[config.mk]
export PLATFORM = sky130hd
export DESIGN_NAME = four_led_fsm
export DESIGN_NICKNAME = d
export VERILOG_FILES = /design/src/rtl/four_led_pkg.sv /design/src/rtl/four_led_tick.sv /design/src/rtl/four_led_fsm.sv
export SDC_FILE = /design/constraint.sdc
export NUM_CORES = 1
export LEC_CHECK = 0
export BUFFER_PORTS_ARGS = -buffer_cell sky130_fd_sc_hd__buf_2
export CORE_AREA = 2 2 39 41
export DETAILED_ROUTE_END_ITERATION = 10
export DIE_AREA = 0 0 41 43
export PLACE_DENSITY_LB_ADDON = 0.12
export REMOVE_ABC_BUFFERS = 1
export SETUP_SLACK_MARGIN = 0.1
export SLEW_MARGIN = 20
export SYNTH_ARGS = -nofsm -noshare
export SYNTH_HDL_FRONTEND = slang
export SYNTH_SLANG_ARGS = --single-unit
[constraint.sdc]
create_clock -name clk -period 0.9 [get_ports clk]
set_input_delay 0.045 -clock clk [delete_from_list [all_inputs] [get_ports clk]]
set_output_delay 0.045 -clock clk [all_outputs]
set_load 0.02 [all_outputs]
[src/rtl/four_led_pkg.sv]
// Shared state type and LED decode for the rotating four-LED sequencer.
package four_led_pkg;

  typedef enum logic [1:0] {
    S0 = 2'd0,
    S1 = 2'd1,
    S2 = 2'd2,
    S3 = 2'd3
  } state_t;

  // LED vector is {led0, led1, led2, led3}; led0 is the MSB.
  function automatic logic [3:0] led_decode(input state_t s);
    logic [3:0] v;
    case (s)
      S0:      v = 4'b1000;
      S1:      v = 4'b0100;
      S2:      v = 4'b0010;
      S3:      v = 4'b0001;
      default: v = 4'b1000;
    endcase
    return v;
  endfunction

endpackage

[src/rtl/four_led_tick.sv]
// Prescaler: pulses tick once every TICK_DIV clock cycles.
module four_led_tick #(
  parameter int unsigned TICK_DIV = 1
) (
  input  logic clk,
  input  logic resetBtn,
  output logic tick
);

  localparam int unsigned CW = (TICK_DIV > 1) ? $clog2(TICK_DIV) : 1;
  localparam logic [CW-1:0] LAST = CW'(TICK_DIV - 1);

  // With TICK_DIV=1 LAST is 0, so the counter never leaves 0 and tick stays high.
  logic [CW-1:0] cnt = '0;

  always_ff @(posedge clk) begin
    if (resetBtn || (cnt == LAST)) cnt <= '0;
    else                           cnt <= cnt + 1'b1;
  end

  always_comb begin
    tick = (cnt == LAST);
  end

endmodule

[src/rtl/four_led_fsm.sv]
// Moore sequencer rotating a single lit LED led0 -> led1 -> led2 -> led3.
module four_led_fsm
  import four_led_pkg::*;
#(
  parameter int unsigned TICK_DIV = 1
) (
  input  logic clk,
  input  logic resetBtn,
  output logic led0,
  output logic led1,
  output logic led2,
  output logic led3
);

  logic   tick;
  // Power-up value keeps the outputs one-hot before the first reset.
  state_t state = S0;
  state_t state_nxt;

  four_led_tick #(
    .TICK_DIV(TICK_DIV)
  ) u_tick (
    .clk      (clk),
    .resetBtn (resetBtn),
    .tick     (tick)
  );

  always_ff @(posedge clk) begin
    if (resetBtn) state <= S0;
    else          state <= state_nxt;
  end

  always_comb begin
    state_nxt = state;
    if (tick) begin
      case (state)
        S0:      state_nxt = S1;
        S1:      state_nxt = S2;
        S2:      state_nxt = S3;
        S3:      state_nxt = S0;
        default: state_nxt = S0;
      endcase
    end
  end

  always_comb begin
    {led0, led1, led2, led3} = led_decode(state);
  end

endmodule

== Word-level counts from Yosys, hierarchy flattened ==
Index checks and enable logic that the tools add are counted.
Widths: inputs -> output; s select.
Operators by class
  add/sub/neg operators: 1
  equal/unequal tests: 3
  muxes and demuxes: 2
  bitwise operators: 1
  reduce and logical (&&, ||, !) cells: 2
Operators by type and width (number)
  $pmux 4 s4: 1
  $pmux 2 s4: 1
  $eq 2x2->1 const B: 2
  $eq 2x1->1 const B: 1
  $logic_not 2->1: 1
  $add 1x1->1 const B: 1
  $logic_or 1x1->1: 1
  $not 1->1: 1
Word-level totals
  register bits after elaboration: 3
  input port bits: 2
  output and inout port bits: 4
  word-level logic and storage cells: 11

== Depth between registers and ports, before layout ==
  word-level depth: 2
  gate-level depth with buffers: 4
  mapped depth without buffers: 4

== By module ==
From an unflattened synthesis, not the netlist that was laid out.
Unflattened totals
  cells, all modules: 16
  area, all modules: 153.9 um2
By module, submodules not included
  four_led_fsm: instances 1, cells an instance 13, area each 126.4 um2
  four_led_tick: instances 1, cells an instance 3, area each 27.5 um2

== Worst setup path before layout ==
OpenSTA, ideal clock, no wires.
  kind: reg-to-reg
  start point: reg state[0]
  end point: reg state[0]
  setup time: 124 ps
  data arrival time: 913 ps
  slack: -137 ps
  stages on the path, launching flop included: 5
  buffers on the path: 0
  period minus slack after synthesis: 1037 ps
  cells stage by stage: dfxtp_1 -> inv_1 -> ha_1 -> nor3_1 -> a211oi_1
On the way
  cells in the longest elaborated chain, start to end: 2
  elaborated cells on any way between the ends: 5
RTL lines
  from (decl): RTL line four_led_fsm.sv:17  | state_t state = S0;
  from (signal assigned): RTL line four_led_fsm.sv:30  | else state <= state_nxt;
  $eq 2x2->1 (tied with other cells): RTL line four_led_fsm.sv:36  | case (state)
  $pmux 2 s4 *: RTL line four_led_fsm.sv:36
Mark *: on every way between the ends. The rest lies on a longest branch, timed or not.
A chain may end at the register's enable or synchronous reset.

== Worst setup path after layout ==
  start point: reg state[1]
  end point: out led1
On the way
  cells in the longest elaborated chain, start to end: 2
  elaborated cells on any way between the ends: 5
RTL lines
  $eq 2x2->1 (tied with other cells): RTL line four_led_pkg.sv:14  | case (s)
  $pmux 4 s4 *: RTL line four_led_pkg.sv:14
  to (decl): RTL line four_led_fsm.sv:10  | output logic led1,
Marks and branches as above.

==> impl_metrics.toml <==
[cells_and_area]
final_cells = 46
final_cell_area_sq_um = 349.1
final_common_cell = "buf_6"
drive_gt1_share_pct = 76.67
antenna_cells_inserted = 0
layout_common_cells = "buf_6 (6), buf_4 (4), clkbuf_4 (3), inv_2 (2), ha_4 (2)"
nets = 37
syn2layout_area_growth_pct = 136.4
fillers = 155
utilization_pct = 25.23

[clocking]
numCtsBuffers = 3
clk_pin_slew_worst_paths_ps = 40
clockRootBuffer = "clkbuf_4"
clock_latency_ps = 230
cts_num_sinks = 3
h-tree-depth = 1
cts_buffer_depth = 2
cts_tree = "yes"

[die]
core_region_area_sq_um = 1384
start_util_pct = 10.67
die_h_um = 43
rows = 14
io_pins = 6
die_x_um = 41
die-area_sq_um = 1763

[grt]
antenna_found_initial = 0
first_global_vias = 156
grt_pass1_wl_um = 586
grt_use_total_pct = 5.511
grt_overflow = 0
grt_max_degree = 4

[timing]
fmax_mhz = 954.8
layout_setup_ws_ps = -147.3
holdWs_ps = 507.4
fin_skew_ps = 0.8289
timing_hold_violations_final = 0
layout_min_cycle_time_ps = 1047
setup_viol = 6
slew_viol_final = 0
finalCritPeriodShare_pct = 116.4
rsz0062_at_grt = "true"

[logic_synthesis]
synth_top_cell_by_area = "dfxtp_1"
ys_seq_elements = 3
synth_area_sq_um = 147.6
synthTopCellsByArea = "dfxtp_1 (41%), ha_1 (34%), mux2i_1 (6.8%)"
yosysSeqAreaShare_pct = 40.68
post_synth_num_cell_types = 8
synth_top_area_share_pct = 40.68
synth.avg_cell_area_sq_um = 10.55
synthCells = 14
ys_warn_count = 0

[routing]
antenna_left = 0
wire_per_inst_um = 7.435
vias_per_cell = 3.239
vias = 149
drt_iter0_drc = 2
drc_errors = 0
wl_um = 342
drt-pass1-iter-count = 2

[power_and_ir_drop]
p_per_area_nw_per_um2 = 1578
leakage_nw = 0.1545
irDropWorstVdd_mv = 0.5155

[setup_path]
slowest_delay_ps = 360
crit_chain = "inv_2, buf_6, ha_4, buf_6"
cp_common_cell = "buf_6"
crit_arrival_ps = 1000
slowest_stage = "dfxtp_4"
criticalPathCategory = "reg2out"
critPathCaptureType = "output port"
cp-start-kind = "register"
cp.required_ps = 850
crit_fanout = 3

[placement]
dp_cells = 40
port_buffers = 5
place_area_sq_um = 230.2
gp_congestion = 0.6870
dp_hpwl_um = 241.6

[min_path]
hp-class = "reg2reg"

[job]
cap_violations = 0

[run_status]
status = "finished with violations"
violations = "negative setup slack"
where the power goes:
group	switching, W	internal [W]	total, W
logic	0.0000708	0.0000912	0.000162
clock network	0.0000649	0.000166	0.000231
registers	0.0000124	0.000146	0.000158
total	0.000148	0.000403	0.000551
Yosys cell counts:
library cell and number:
a211oi_1 1, dfxtp_1 3, conb_1 1, nor2_1 1
mux2i_1 1, inv_1 2, nor3_1 1, ha_1 4
registers in the layout (all words and copies together) (netlist names):
signal      count
state           2
u_tick.cnt      1
worst paths after layout:
kind                                              end             startpoint  slack (ps)  cells past startpoint
worst max register to register  state[1]$_SDFFE_PP0N_  state[0]$_SDFFE_PP0N_         -80                      4
worst min register to register  state[0]$_SDFFE_PP0N_  u_tick.cnt$_SDFF_PP0_         510                      1
worst max-delay path                             led1  state[1]$_SDFFE_PP0N_        -150                      4
worst min-delay path            state[0]$_SDFFE_PP0N_  u_tick.cnt$_SDFF_PP0_         510                      1
per-layer routing:
layer | wire length, um | global-route usage, % | up-vias
li1 | - | - | 74
met1 | 129 | 5.112 | 71
met2 | 188 | 7.500 | 4
met3 | 24 | 3.141 | 0
met4 | 0 | 6.000 | 0
met5 | 0 | 0 | -
kinds of logic (layout without fill, tap and decap cells):
logic type                 after synthesis  count (layout)  synth area share (%)
AOI/OAI and AO/OA                        1               1                 5.087
muxes                                    1               1                 6.780
DFF                                      3               3                 40.68
and+or+nand+nor                          2               2                 5.927
other                                    1               1                 2.540
adders and majority gates                4               4                 33.90
buffers and inverters                    2              18                 5.087
stage by stage:
step           TNS [ps]  setup WS, ps   power, W
6_report         -674.7        -147.3  0.0005509
5_1_grt          -895.0        -171.6  0.0005921
2_1_floorplan    -180.7        -136.5  0.0002118
3_3_place_gp     -156.9        -73.17  0.0002587
4_1_cts          -687.5        -155.7  0.0005628
3_5_place_dp     -217.8        -95.42  0.0002594
critical path: cells and delay by family (launching register included):
kind | cells | cell delay, ps
flops | 1 | 360
fa+ha+maj | 1 | 140
buf+inv | 3 | 270
layout make-up:
type,instances,area [sq um],share of cell area [%]
flip-flops and latches,3,65.06,18.64
repair buffers,12,112.6,32.26
inverters,2,7.507,2.151
multi-input cells,9,117.6,33.69
well taps,16,20.02,5.735
clock buffers,4,26.28,7.527
repair_timing:
action	4_1_cts	5_1_grt
setup buffers	1	0
hold buffers	1	0
setup endpoints to repair	6	6
hold endpoints to repair	2	0
resized for setup	22	0
pin swaps	1	0
Note: power is estimated with default switching activity, not from simulation.
